## src/rtl/oled_multiring_renderer_pkg.sv

```systemverilog
// Shared types, colours and ring-hit arithmetic for the multi-ring OLED renderer.
package oled_ring_pkg;

    typedef enum logic {
        LOCKED = 1'b0,
        ACTIVE = 1'b1
    } ring_state_e;

    typedef logic [7:0]  dia_t;     // ring diameter, px
    typedef logic [15:0] dist_t;    // 4*(dx^2+dy^2)
    typedef logic [15:0] rgb565_t;

    localparam rgb565_t C_BLACK  = 16'h0000;
    localparam rgb565_t C_WHITE  = 16'hFFFF;
    localparam rgb565_t C_BORDER = 16'hA800;

    // Index 0 is the rightmost entry: green, blue, red, yellow, cyan, magenta, orange, grey.
    localparam logic [7:0][15:0] RING_PALETTE = {
        16'h8410, 16'hFD20, 16'hF81F, 16'h07FF,
        16'hFFE0, 16'hF800, 16'h001F, 16'h0540
    };

    // dist4 is 4*r^2, so comparing against diameter squares avoids any halving or divide.
    function automatic logic ring_hit(input dist_t dist4, input dia_t outer_d, input dia_t ring_w);
        dia_t  inner;
        dist_t lo;
        dist_t hi;
        inner = (outer_d > ring_w) ? dia_t'(outer_d - ring_w) : '0;
        lo    = {8'b0, inner} * {8'b0, inner};
        hi    = {8'b0, outer_d} * {8'b0, outer_d};
        return (dist4 >= lo) && (dist4 <= hi);
    endfunction

endpackage

```

## src/rtl/oled_multiring_renderer_if.sv

```systemverilog
// Board/driver-facing bundle of the renderer. pulse_sw exists only with ORING_PULSE_EN.
interface oled_multiring_renderer_if;
    logic [3:0]  btn;
    logic [15:0] sw;
    logic [12:0] pixel_index;
    logic [15:0] oled_data;
    logic [2:0]  sel_ring;
`ifdef ORING_PULSE_EN
    logic        pulse_sw;
    modport master (output btn, sw, pixel_index, pulse_sw, input oled_data, sel_ring);
    modport slave  (input btn, sw, pixel_index, pulse_sw, output oled_data, sel_ring);
`else
    modport master (output btn, sw, pixel_index, input oled_data, sel_ring);
    modport slave  (input btn, sw, pixel_index, output oled_data, sel_ring);
`endif
endinterface

```

## src/rtl/oled_multiring_renderer_btn_debounce.sv

```systemverilog
// One-bit button conditioner: 2-FF synchroniser, stable-level counter, rising-edge pulse.
module btn_debounce #(
    parameter int DEBOUNCE_CYC = 6250
) (
    input  logic clk,
    input  logic rst_n,
    input  logic btn_in,
    output logic rise
);
    localparam int CW = $clog2(DEBOUNCE_CYC + 1);

    logic [1:0]    sync;
    logic          stable;
    logic [CW-1:0] cnt;

    // Bring the asynchronous button into the clock domain.
    always_ff @(posedge clk or negedge rst_n) begin
        if (!rst_n) sync <= '0;
        else        sync <= {sync[0], btn_in};
    end

    // Accept a new level only after it differs from the stable one for DEBOUNCE_CYC cycles.
    always_ff @(posedge clk or negedge rst_n) begin
        if (!rst_n) begin
            stable <= 1'b0;
            cnt    <= '0;
            rise   <= 1'b0;
        end else if (sync[1] == stable) begin
            cnt  <= '0;
            rise <= 1'b0;
        end else if (cnt == CW'(DEBOUNCE_CYC - 1)) begin
            stable <= sync[1];
            cnt    <= '0;
            rise   <= sync[1];
        end else begin
            cnt  <= cnt + CW'(1);
            rise <= 1'b0;
        end
    end
endmodule

```

## src/rtl/oled_multiring_renderer.sv

```systemverilog
// Border plus NUM_RINGS concentric rings on the OLED pixel stream, button-driven ring
// select/toggle/resize, switch lock. Optional ORING_PULSE_EN adds a ping-pong pulse mode.
module oled_multiring_renderer
    import oled_ring_pkg::*;
#(
    parameter int          W              = 96,
    parameter int          H              = 64,
    parameter int          NUM_RINGS      = 3,
    parameter int          DEF_D          = 20,
    parameter int          RING_GAP       = 10,
    parameter int          RING_W         = 5,
    parameter int          STEP           = 5,
    parameter int          MIN_D          = 10,
    parameter int          MAX_D          = 60,
    parameter int          BORDER_INSET   = 3,
    parameter int          BORDER_W       = 3,
    parameter int          DEBOUNCE_CYC   = 6250,
    parameter logic [15:0] UNLOCK_PATTERN = 16'h0000
`ifdef ORING_PULSE_EN
    , parameter int        PULSE_PERIOD   = 625000
`endif
) (
    input  logic                      clk,
    input  logic                      rst_n,
    oled_multiring_renderer_if.slave  bus
);
    localparam dia_t        STEP_D    = dia_t'(STEP);
    localparam dia_t        MIN_DD    = dia_t'(MIN_D);
    localparam dia_t        MAX_DD    = dia_t'(MAX_D);
    localparam dia_t        RW_D      = dia_t'(RING_W);
    localparam logic [12:0] W13       = 13'(W);
    localparam logic [12:0] CX        = 13'(W / 2);
    localparam logic [12:0] CY        = 13'(H / 2);
    localparam logic [12:0] NPIX      = 13'(W * H);
    localparam logic [12:0] B_LO      = 13'(BORDER_INSET);
    localparam logic [12:0] BX_HI     = 13'(W - 1 - BORDER_INSET);
    localparam logic [12:0] BY_HI     = 13'(H - 1 - BORDER_INSET);
    localparam logic [12:0] BI_LO     = 13'(BORDER_INSET + BORDER_W);
    localparam logic [12:0] BIX_HI    = 13'(W - 1 - BORDER_INSET - BORDER_W);
    localparam logic [12:0] BIY_HI    = 13'(H - 1 - BORDER_INSET - BORDER_W);
    localparam logic [2:0]  LAST_RING = 3'(NUM_RINGS - 1);

    function automatic dia_t reset_d(input int i);
        return dia_t'(DEF_D + i * RING_GAP);
    endfunction

    // 9-bit sums so a large STEP cannot wrap past the bound checks.
    function automatic logic can_grow(input dia_t d);
        return ({1'b0, d} + {1'b0, STEP_D}) <= {1'b0, MAX_DD};
    endfunction

    function automatic logic can_shrink(input dia_t d);
        return {1'b0, d} >= ({1'b0, MIN_DD} + {1'b0, STEP_D});
    endfunction

    logic [3:0] rise;

    for (genvar g = 0; g < 4; g++) begin : g_db
        btn_debounce #(.DEBOUNCE_CYC(DEBOUNCE_CYC)) u_db (
            .clk    (clk),
            .rst_n  (rst_n),
            .btn_in (bus.btn[g]),
            .rise   (rise[g])
        );
    end

    ring_state_e          state;
    logic [2:0]           sel_ring;
    logic [NUM_RINGS-1:0] ring_en;
    dia_t                 outer_d [NUM_RINGS];
    logic                 unlocked;
    logic                 pulsing;
    logic                 do_grow;
    logic                 do_shrink;

    assign unlocked = (bus.sw == UNLOCK_PATTERN);

`ifdef ORING_PULSE_EN
    localparam int PCW = $clog2(PULSE_PERIOD + 1);
    logic [PCW-1:0]       pulse_cnt;
    logic [NUM_RINGS-1:0] grow_dir;
    logic                 fire;
    assign pulsing = bus.pulse_sw;
    assign fire    = pulsing && (state == ACTIVE) && (pulse_cnt == PCW'(PULSE_PERIOD - 1));
`else
    assign pulsing = 1'b0;
`endif

    // Opposing resize edges cancel; buttons cannot resize while pulsing.
    assign do_grow   = rise[1] && !rise[2] && !pulsing;
    assign do_shrink = rise[2] && !rise[1] && !pulsing;

    // Lock/active FSM with ring configuration; sw mismatch wipes config on the next edge.
    always_ff @(posedge clk or negedge rst_n) begin
        if (!rst_n) begin
            state    <= LOCKED;
            sel_ring <= '0;
            ring_en  <= '0;
            for (int i = 0; i < NUM_RINGS; i++) outer_d[i] <= reset_d(i);
`ifdef ORING_PULSE_EN
            grow_dir  <= '1;
            pulse_cnt <= '0;
`endif
        end else if (!unlocked) begin
            state    <= LOCKED;
            sel_ring <= '0;
            ring_en  <= '0;
            for (int i = 0; i < NUM_RINGS; i++) outer_d[i] <= reset_d(i);
`ifdef ORING_PULSE_EN
            grow_dir  <= '1;
            pulse_cnt <= '0;
`endif
        end else begin
            state <= ACTIVE;
`ifdef ORING_PULSE_EN
            pulse_cnt <= (!pulsing || state != ACTIVE || fire) ? '0 : pulse_cnt + PCW'(1);
`endif
            if (state == ACTIVE) begin
                // Actions hit the ring selected before any simultaneous select edge.
                for (int i = 0; i < NUM_RINGS; i++) begin
                    if (sel_ring == 3'(i)) begin
                        if (rise[0]) ring_en[i] <= !ring_en[i];
                        if (do_grow && can_grow(outer_d[i]))     outer_d[i] <= outer_d[i] + STEP_D;
                        if (do_shrink && can_shrink(outer_d[i])) outer_d[i] <= outer_d[i] - STEP_D;
                    end
                end
`ifdef ORING_PULSE_EN
                // Ping-pong every enabled ring between MIN_D and MAX_D.
                if (fire) begin
                    for (int i = 0; i < NUM_RINGS; i++) begin
                        if (ring_en[i]) begin
                            if (grow_dir[i]) begin
                                if (can_grow(outer_d[i])) outer_d[i] <= outer_d[i] + STEP_D;
                                else begin
                                    grow_dir[i] <= 1'b0;
                                    if (can_shrink(outer_d[i])) outer_d[i] <= outer_d[i] - STEP_D;
                                end
                            end else begin
                                if (can_shrink(outer_d[i])) outer_d[i] <= outer_d[i] - STEP_D;
                                else begin
                                    grow_dir[i] <= 1'b1;
                                    if (can_grow(outer_d[i])) outer_d[i] <= outer_d[i] + STEP_D;
                                end
                            end
                        end
                    end
                end
`endif
                if (rise[3]) sel_ring <= (sel_ring == LAST_RING) ? 3'd0 : sel_ring + 3'd1;
            end
        end
    end

    logic [12:0]          x_pos, y_pos, ax, ay;
    logic [25:0]          sq;
    dist_t                dist4;
    logic                 border_on;
    logic [NUM_RINGS-1:0] ring_on;
    rgb565_t              colour;
    rgb565_t              oled_q;

    assign x_pos = bus.pixel_index % W13;
    assign y_pos = bus.pixel_index / W13;
    assign ax    = (x_pos >= CX) ? x_pos - CX : CX - x_pos;
    assign ay    = (y_pos >= CY) ? y_pos - CY : CY - y_pos;
    assign sq    = {13'b0, ax} * {13'b0, ax} + {13'b0, ay} * {13'b0, ay};
    assign dist4 = dist_t'(sq << 2);

    assign border_on = (x_pos >= B_LO) && (x_pos <= BX_HI) && (y_pos >= B_LO) && (y_pos <= BY_HI) &&
                       ((x_pos < BI_LO) || (x_pos > BIX_HI) || (y_pos < BI_LO) || (y_pos > BIY_HI));

    for (genvar g = 0; g < NUM_RINGS; g++) begin : g_hit
        assign ring_on[g] = ring_en[g] && ring_hit(dist4, outer_d[g], RW_D);
    end

    // Colour priority: selected > higher index > lower index > border > black.
    always_comb begin
        colour = C_BLACK;
        if (border_on) colour = C_BORDER;
        for (int i = 0; i < NUM_RINGS; i++)
            if (ring_on[i]) colour = RING_PALETTE[3'(i)];
        for (int i = 0; i < NUM_RINGS; i++)
            if (ring_on[i] && sel_ring == 3'(i)) colour = C_WHITE;
        if (!unlocked || state != ACTIVE || bus.pixel_index >= NPIX) colour = C_BLACK;
    end

    // One-cycle registered pixel output.
    always_ff @(posedge clk or negedge rst_n) begin
        if (!rst_n) oled_q <= C_BLACK;
        else        oled_q <= colour;
    end

    assign bus.oled_data = oled_q;
    assign bus.sel_ring  = sel_ring;
endmodule

```

## src/flat_wrapper.sv

```systemverilog
// flat-port wrapper written by rule: the top's interface ports become plain ports
module oled_multiring_renderer_flat import oled_ring_pkg::*;
#(
    parameter int          W              = 96,
    parameter int          H              = 64,
    parameter int          NUM_RINGS      = 3,
    parameter int          DEF_D          = 20,
    parameter int          RING_GAP       = 10,
    parameter int          RING_W         = 5,
    parameter int          STEP           = 5,
    parameter int          MIN_D          = 10,
    parameter int          MAX_D          = 60,
    parameter int          BORDER_INSET   = 3,
    parameter int          BORDER_W       = 3,
    parameter int          DEBOUNCE_CYC   = 6250,
    parameter logic [15:0] UNLOCK_PATTERN = 16'h0000

)
  (clk, rst_n, bus_btn, bus_sw, bus_pixel_index, bus_oled_data, bus_sel_ring);
  oled_multiring_renderer_if bus_i ();
  input  logic clk;
  input  logic rst_n;
  input wire logic [$bits(bus_i.btn)-1:0] bus_btn;
  input wire logic [$bits(bus_i.sw)-1:0] bus_sw;
  input wire logic [$bits(bus_i.pixel_index)-1:0] bus_pixel_index;
  output wire logic [$bits(bus_i.oled_data)-1:0] bus_oled_data;
  output wire logic [$bits(bus_i.sel_ring)-1:0] bus_sel_ring;
  assign bus_i.btn = bus_btn;
  assign bus_i.sw = bus_sw;
  assign bus_i.pixel_index = bus_pixel_index;
  assign bus_oled_data = bus_i.oled_data;
  assign bus_sel_ring = bus_i.sel_ring;
  oled_multiring_renderer #(.W(W), .H(H), .NUM_RINGS(NUM_RINGS), .DEF_D(DEF_D), .RING_GAP(RING_GAP), .RING_W(RING_W), .STEP(STEP), .MIN_D(MIN_D), .MAX_D(MAX_D), .BORDER_INSET(BORDER_INSET), .BORDER_W(BORDER_W), .DEBOUNCE_CYC(DEBOUNCE_CYC), .UNLOCK_PATTERN(UNLOCK_PATTERN)) u_core (.clk(clk), .rst_n(rst_n), .bus(bus_i));
endmodule
```

## config.mk

```make
export PLATFORM = sky130hd
export DESIGN_NAME = oled_multiring_renderer_flat
export DESIGN_NICKNAME = d
export VERILOG_FILES = /design/src/rtl/oled_multiring_renderer_pkg.sv /design/src/rtl/oled_multiring_renderer_if.sv /design/src/rtl/oled_multiring_renderer_btn_debounce.sv /design/src/rtl/oled_multiring_renderer.sv /design/src/flat_wrapper.sv
export SDC_FILE = /design/constraint.sdc
export NUM_CORES = 1
export LEC_CHECK = 0
export CAP_MARGIN = 20
export CORE_UTILIZATION = 59
export DETAILED_ROUTE_END_ITERATION = 12
export GPL_TIMING_DRIVEN = 0
export MAX_ROUTING_LAYER = met4
export PLACE_DENSITY = 0.81
export SKIP_CTS_REPAIR_TIMING = 1
export SYNTH_ARGS = -nofsm -noshare
export SYNTH_HDL_FRONTEND = slang
export SYNTH_SLANG_ARGS = --single-unit
```

## constraint.sdc

```tcl
create_clock -name clk -period 7 [get_ports clk]
set_clock_uncertainty 0.15 [all_clocks]
set_input_delay 2.1 -clock clk [delete_from_list [all_inputs] [get_ports clk]]
set_output_delay 2.1 -clock clk [all_outputs]
set_load 0.02 [all_outputs]
```

==> out/metrics.csv, run 1 <==
stage;metric;value;unit
synth;Mapped Area;22800;um2
route;Final ANT Viol Nets;0;
final_layout;Area Growth Syn to Fin;12.0;%
final_layout;highest-count cells in the layout ignoring fill and taps;inv_1 (437), ha_1 (338), fa_1 (262);
flow_run;Max Cap Viol;0;
critical_path;CP startpoint kind;primary input;
critical_path;Critical Path AT;12.71;ns
critical_path;FF-to-FF Start;u_core.outer_d[16]$_DFFE_PN0P_;
final_layout;commonest non-fill, non-tap cell in the layout;inv_1;
cts;clock latency on the worst-skew pair;0.37;ns
critical_path;required time worst endpoint;7.09;ns
floorplan;initial core utilization;0.603;
run_status;run status;finished with violations;
floorplan;row count;71;
final_layout;Nets;3477;
grt;number of antenna violations at the first check in global routing;0;
final_layout;Antenna Cells;0;
route;WL/cell;16.4;um
critical_path;Slowest cell on crit path;fa_1;
cts;total clock buffers created by CTS;9;
timing;fin crit share;1.80;
cts;CTS H-tree depth;3;
placement;Placement Setup Slack;-6.78;ns
timing;Max Clock Freq;0.0792;GHz
route;Via-to-Cell Ratio;5.63;
critical_path;Crit. End Element;flop;
placement;DP HPWL;44.1;mm
timing;Pins Over Slew Limit;0;
critical_path;Worst Setup Path Type;primary input to flop;
timing;RSZ-0062 raised after global routing;true;
route;vias;18800;
worst_hold_path;WHS Endpoint;u_core.g_db[3].u_db.sync[1]$_DFF_PN0_;
route;DRT iter0 DRCs;1355;
critical_path;WP buf/inv;9;
cts;maximum root-to-sink buffer count;2;
critical_path;number of cells on the worst reg-to-reg path;41;
grt;vias in the first global route;19000;
timing;final worst slack;-5.62;ns
floorplan;Core Area;37800;um2
synth;register area share after synthesis;0.114;
run_status;failing checks;setup timing;
critical_path;Critical Path Max Stage Delay;0.58;ns
timing;setup_tns;-27.83;ns
critical_path;Critical Path Fanout Max;7;
critical_path;most used cell, CP;fa_1;
timing;worst slew pin tran;1.18;ns
grt;first-pass GRT wire length;89.3;mm
cts;CTS sink cnt;104;
floorplan;Die ar.;39500;um2
synth;FF+latch count, synth;104;
cts;Root Driver;clkbuf_16;
placement;Final Wtd Congestion;0.968;
grt;Overall Global Routing Usage;0.291;
worst_hold_path;Hold Crit Class;flop to flop;
synth;FFs w/ async S/R, synth;1.00;
critical_path;delay-heaviest family, CP;adder cells;
route;residual DRC count;0;
critical_path;RR Endpoint;u_core.bus.oled_data[10]$_DFF_PN0_;
final_layout;share of cells above drive strength 1;0.0855;
placement;port bufs;47;
timing;Final Hold Fails;0;
floorplan;Die Y;199;um
synth;Post-Synthesis Cells;2644;
timing;relative slew slack;0.212;
worst_hold_path;hold_sp;u_core.g_db[3].u_db.sync[0]$_DFF_PN0_;
synth;Synth Flop Type;dfrtp_1;
critical_path;R2R Setup Slk;-1.84;ns
floorplan;Ports;54;
route;Pre-antenna DRT Iters;6;
synth;number of synthesized flops with an enable pin;0;
floorplan;Die X;199;um
grt;largest net degree at the start of global routing;60;
worst_hold_path;cell depth of the worst min-delay path;0;
timing;minimum clock period;12.62;ns
synth;Synth warnings;0;
grt;Overflow after GRT;0;
cts;CTS tree;yes;
route;drt total wl;55.0;mm
synth;synth unique cells;88;
synth;syn avg cell area;8.63;um2
timing;Setup-failing EPs final;5;
cts;Worst-path clk slew;0.08;ns
metrics by stage:
step	instances	hold WS [ns]	utilization	cell area [um2]
finish	3342	0.210	0.676	25600
global route	3342	0.229	0.676	25600
detailed placement	3275	0.195	0.647	24500
floorplan	2711	0.181	-	23300
CTS	3291	0.213	0.655	24800
global placement	3269	0.188	0.645	24400
cells in the mapped netlist, types with 8 or more instances:
master	instances	area [um2]
mux2i_1	11	110
xnor2_1	128	1120
o31ai_1	10	75.1
clkbuf_1	68	255
dfstp_2	8	210
o21ai_0	87	435
fa_1	267	5350
inv_1	449	1690
a31oi_1	12	75.1
nor4_1	24	150
nor2_1	240	901
and2_1	43	269
or2_2	13	81.3
xor2_1	92	806
nand2_1	153	574
nand4_1	28	175
mux2_2	13	146
nor3b_1	9	67.6
a211oi_1	13	97.6
nor3_1	40	200
a21oi_1	101	505
a21o_1	33	248
nand3_1	64	320
dfrtp_1	96	2400
buf_4	14	105
nor2b_1	27	169
ha_1	349	4370
o21bai_1	15	113
or3_1	23	144
nand2b_1	51	319
o21a_1	14	105
and3_1	25	156
cell families after synthesis:
group           Yosys count  share of synthesized area
compound gates          354                      0.101
fa+ha+maj               616                      0.426
buf+inv                 551                     0.0947
flops                   104                      0.114
mux                      24                     0.0112
xor+xnor                220                     0.0844
other cells               2                   0.000329
simple gates            773                      0.169
layer usage:
layer,routed length [um],global-route usage,vias to the layer above
li1,-,-,8883
met1,22600,0.362,9203
met2,27400,0.485,578
met3,2870,0.0332,135
met4,2110,0.110,0
met5,0,-,-
sequential cells by signal (all words and copies together) (netlist names):
name                     cells
u_core.outer_d              24
u_core.g_db.u_db.cnt        52
u_core.g_db.u_db.sync        8
u_core.ring_en               3
u_core.bus.sel_ring          3
u_core.state                 1
u_core.g_db.u_db.rise        4
u_core.bus.oled_data         5
u_core.g_db.u_db.stable      4
worst max path at each step:
stage                   startpoint                                  to  depth (start not counted)
2_1_floorplan  bus_pixel_index[12]  u_core.bus.oled_data[10]$_DFF_PN0_                         44
3_3_place_gp    bus_pixel_index[7]  u_core.bus.oled_data[10]$_DFF_PN0_                         40
3_5_place_dp    bus_pixel_index[7]  u_core.bus.oled_data[10]$_DFF_PN0_                         41
4_1_cts         bus_pixel_index[7]  u_core.bus.oled_data[10]$_DFF_PN0_                         41
5_1_grt         bus_pixel_index[9]  u_core.bus.oled_data[13]$_DFF_PN0_                         47
6_report        bus_pixel_index[9]  u_core.bus.oled_data[10]$_DFF_PN0_                         45
cell type report:
class / count / area, um2
Buffer: 92 / 509
Clock buffer: 9 / 225
Clock inverter: 7 / 96.3
Fill cell: 3026 / 12300
Inverter: 458 / 1730
Multi-Input combinational cell: 2057 / 18800
Sequential cell: 104 / 2610
Tap cell: 511 / 639
Timing Repair Buffer: 104 / 911
Power of run 1 is not shown: default switching activity piles up to over one toggle a cycle in this logic, so the estimate is an artifact.
==> run 2, diff against run 1 <==
CORE_UTILIZATION = 62   (was 59)
PLACE_DENSITY = 0.82   (was 0.81)
clock period = 13.1 ns   (was 7 ns; I/O delays follow)
==> out/metrics.csv, run 2 (synthesized netlist as in run 1, its figures left out) <==
stage;metric;value;unit
critical_path;Critical Path Max Stage Delay;0.60;ns
route;DRT iter0 DRCs;1223;
flow_run;Max Cap Viol;0;
timing;relative slew slack;0.347;
final_layout;commonest non-fill, non-tap cell in the layout;inv_1;
grt;number of antenna violations at the first check in global routing;0;
critical_path;Critical Path AT;14.30;ns
cts;Worst-path clk slew;0.09;ns
grt;largest net degree at the start of global routing;64;
final_layout;largest register by flop count;u_core.g_db.u_db.cnt;
floorplan;Die X;194;um
route;residual DRC count;0;
cts;CTS sink cnt;104;
floorplan;Die ar.;37600;um2
cts;CTS tree;yes;
worst_hold_path;Hold Crit Class;flop to flop;
run_status;run status;finished with violations;
grt;vias in the first global route;19300;
placement;Final Wtd Congestion;0.950;
critical_path;most used cell, CP;fa_1;
floorplan;Die Y;194;um
timing;Setup-failing EPs final;5;
timing;minimum clock period;14.20;ns
final_layout;max reg flops;52;
grt;Overflow after GRT;0;
final_layout;Finished Core Util;0.715;
timing;RSZ-0062 raised after global routing;true;
route;Final ANT Viol Nets;0;
route;drt total wl;55.9;mm
final_layout;Nets;3484;
cts;total clock buffers created by CTS;9;
critical_path;Crit. End Element;flop;
timing;Final Hold Fails;0;
critical_path;Worst Setup Path Type;primary input to flop;
route;vias;19000;
critical_path;Critical Path Fanout Max;10;
cts;CTS H-tree depth;3;
final_layout;biggest regs;u_core.g_db.u_db.cnt (52), u_core.outer_d (24), u_core.g_db.u_db.sync (8);
run_status;failing checks;setup timing;
final_layout;Area Growth Syn to Fin;12.5;%
final_layout;highest-count cells in the layout ignoring fill and taps;inv_1 (435), ha_1 (336), fa_1 (261);
route;Pre-antenna DRT Iters;5;
route;WL/cell;17.0;um
placement;DP HPWL;43.9;mm
timing;final worst slack;-1.10;ns
grt;first-pass GRT wire length;90.6;mm
cts;clock latency on the worst-skew pair;0.37;ns
critical_path;Slowest cell on crit path;fa_1;
cts;maximum root-to-sink buffer count;2;
floorplan;Core Area;35900;um2
floorplan;row count;69;
final_layout;share of cells above drive strength 1;0.0906;
critical_path;CP startpoint kind;primary input;
route;Via-to-Cell Ratio;5.76;
critical_path;number of cells on the worst reg-to-reg path;40;
timing;worst slew pin tran;0.972;ns
floorplan;initial core utilization;0.635;
cts;Root Driver;clkbuf_16;
timing;fin crit share;1.08;
worst_hold_path;cell depth of the worst min-delay path;0;
floorplan;Ports;54;
grt;Overall Global Routing Usage;0.302;
timing;Pins Over Slew Limit;0;
final_layout;Antenna Cells;0;
critical_path;required time worst endpoint;13.20;ns
placement;port bufs;47;
timing;Max Clock Freq;0.0704;GHz
==> run 2: cell type report <==
class,instances,area (um2)
Multi-Input combinational cell,2056,18900
Fill cell,2639,10200
Sequential cell,104,2610
Inverter,458,1730
Timing Repair Buffer,112,1000
Tap cell,461,577
Buffer,92,502
Clock buffer,9,225
Clock inverter,7,96.3
==> run 2: final timing paths <==
path	from	end	slack (ns)
setup / recovery	bus_pixel_index[9]	u_core.bus.oled_data[13]$_DFF_PN0_	-1.10
hold / removal	u_core.g_db[3].u_db.sync[0]$_DFF_PN0_	u_core.g_db[3].u_db.sync[1]$_DFF_PN0_	0.21
max in group asynchronous	rst_n	u_core.outer_d[12]$_DFFE_PN1P_	8.67
setup reg to reg	u_core.outer_d[16]$_DFFE_PN0P_	u_core.bus.oled_data[13]$_DFF_PN0_	3.95
min in group asynchronous	rst_n	u_core.g_db[0].u_db.cnt[9]$_DFF_PN0_	3.38
hold reg to reg	u_core.g_db[3].u_db.sync[0]$_DFF_PN0_	u_core.g_db[3].u_db.sync[1]$_DFF_PN0_	0.21
==> run 2: per-layer routing <==
metal | vias to the layer above | routed length [um] | global-route usage
met4 | 0 | 2380 | 0.112
li1 | 8917 | - | -
met2 | 656 | 27800 | 0.511
met1 | 9282 | 22500 | 0.373
met3 | 159 | 3250 | 0.0364
met5 | - | 0 | -
==> run 2: worst max-delay path: cells and delay by family <==
kind	cells	cell delay [ns]
simple gates	11	2.50
compound gates	14	2.37
xor+xnor	1	0.15
fa+ha+maj	10	4.04
buf+inv	12	1.29
==> run 2: per-stage QoR <==
step | cells | setup TNS, ns | instance area [um2] | worst slack (ns) | hold slack [ns]
floorplan | 2711 | -0.882 | 23300 | -0.293 | 0.181
global placement | 3219 | -11.08 | 24400 | -2.28 | 0.184
detailed placement | 3224 | -12.04 | 24400 | -2.49 | 0.186
CTS | 3240 | -10.38 | 24700 | -2.17 | 0.207
global route | 3299 | -6.25 | 25700 | -1.28 | 0.225
finish | 3299 | -5.27 | 25700 | -1.10 | 0.207
Power of run 2 is left out for the same reason.
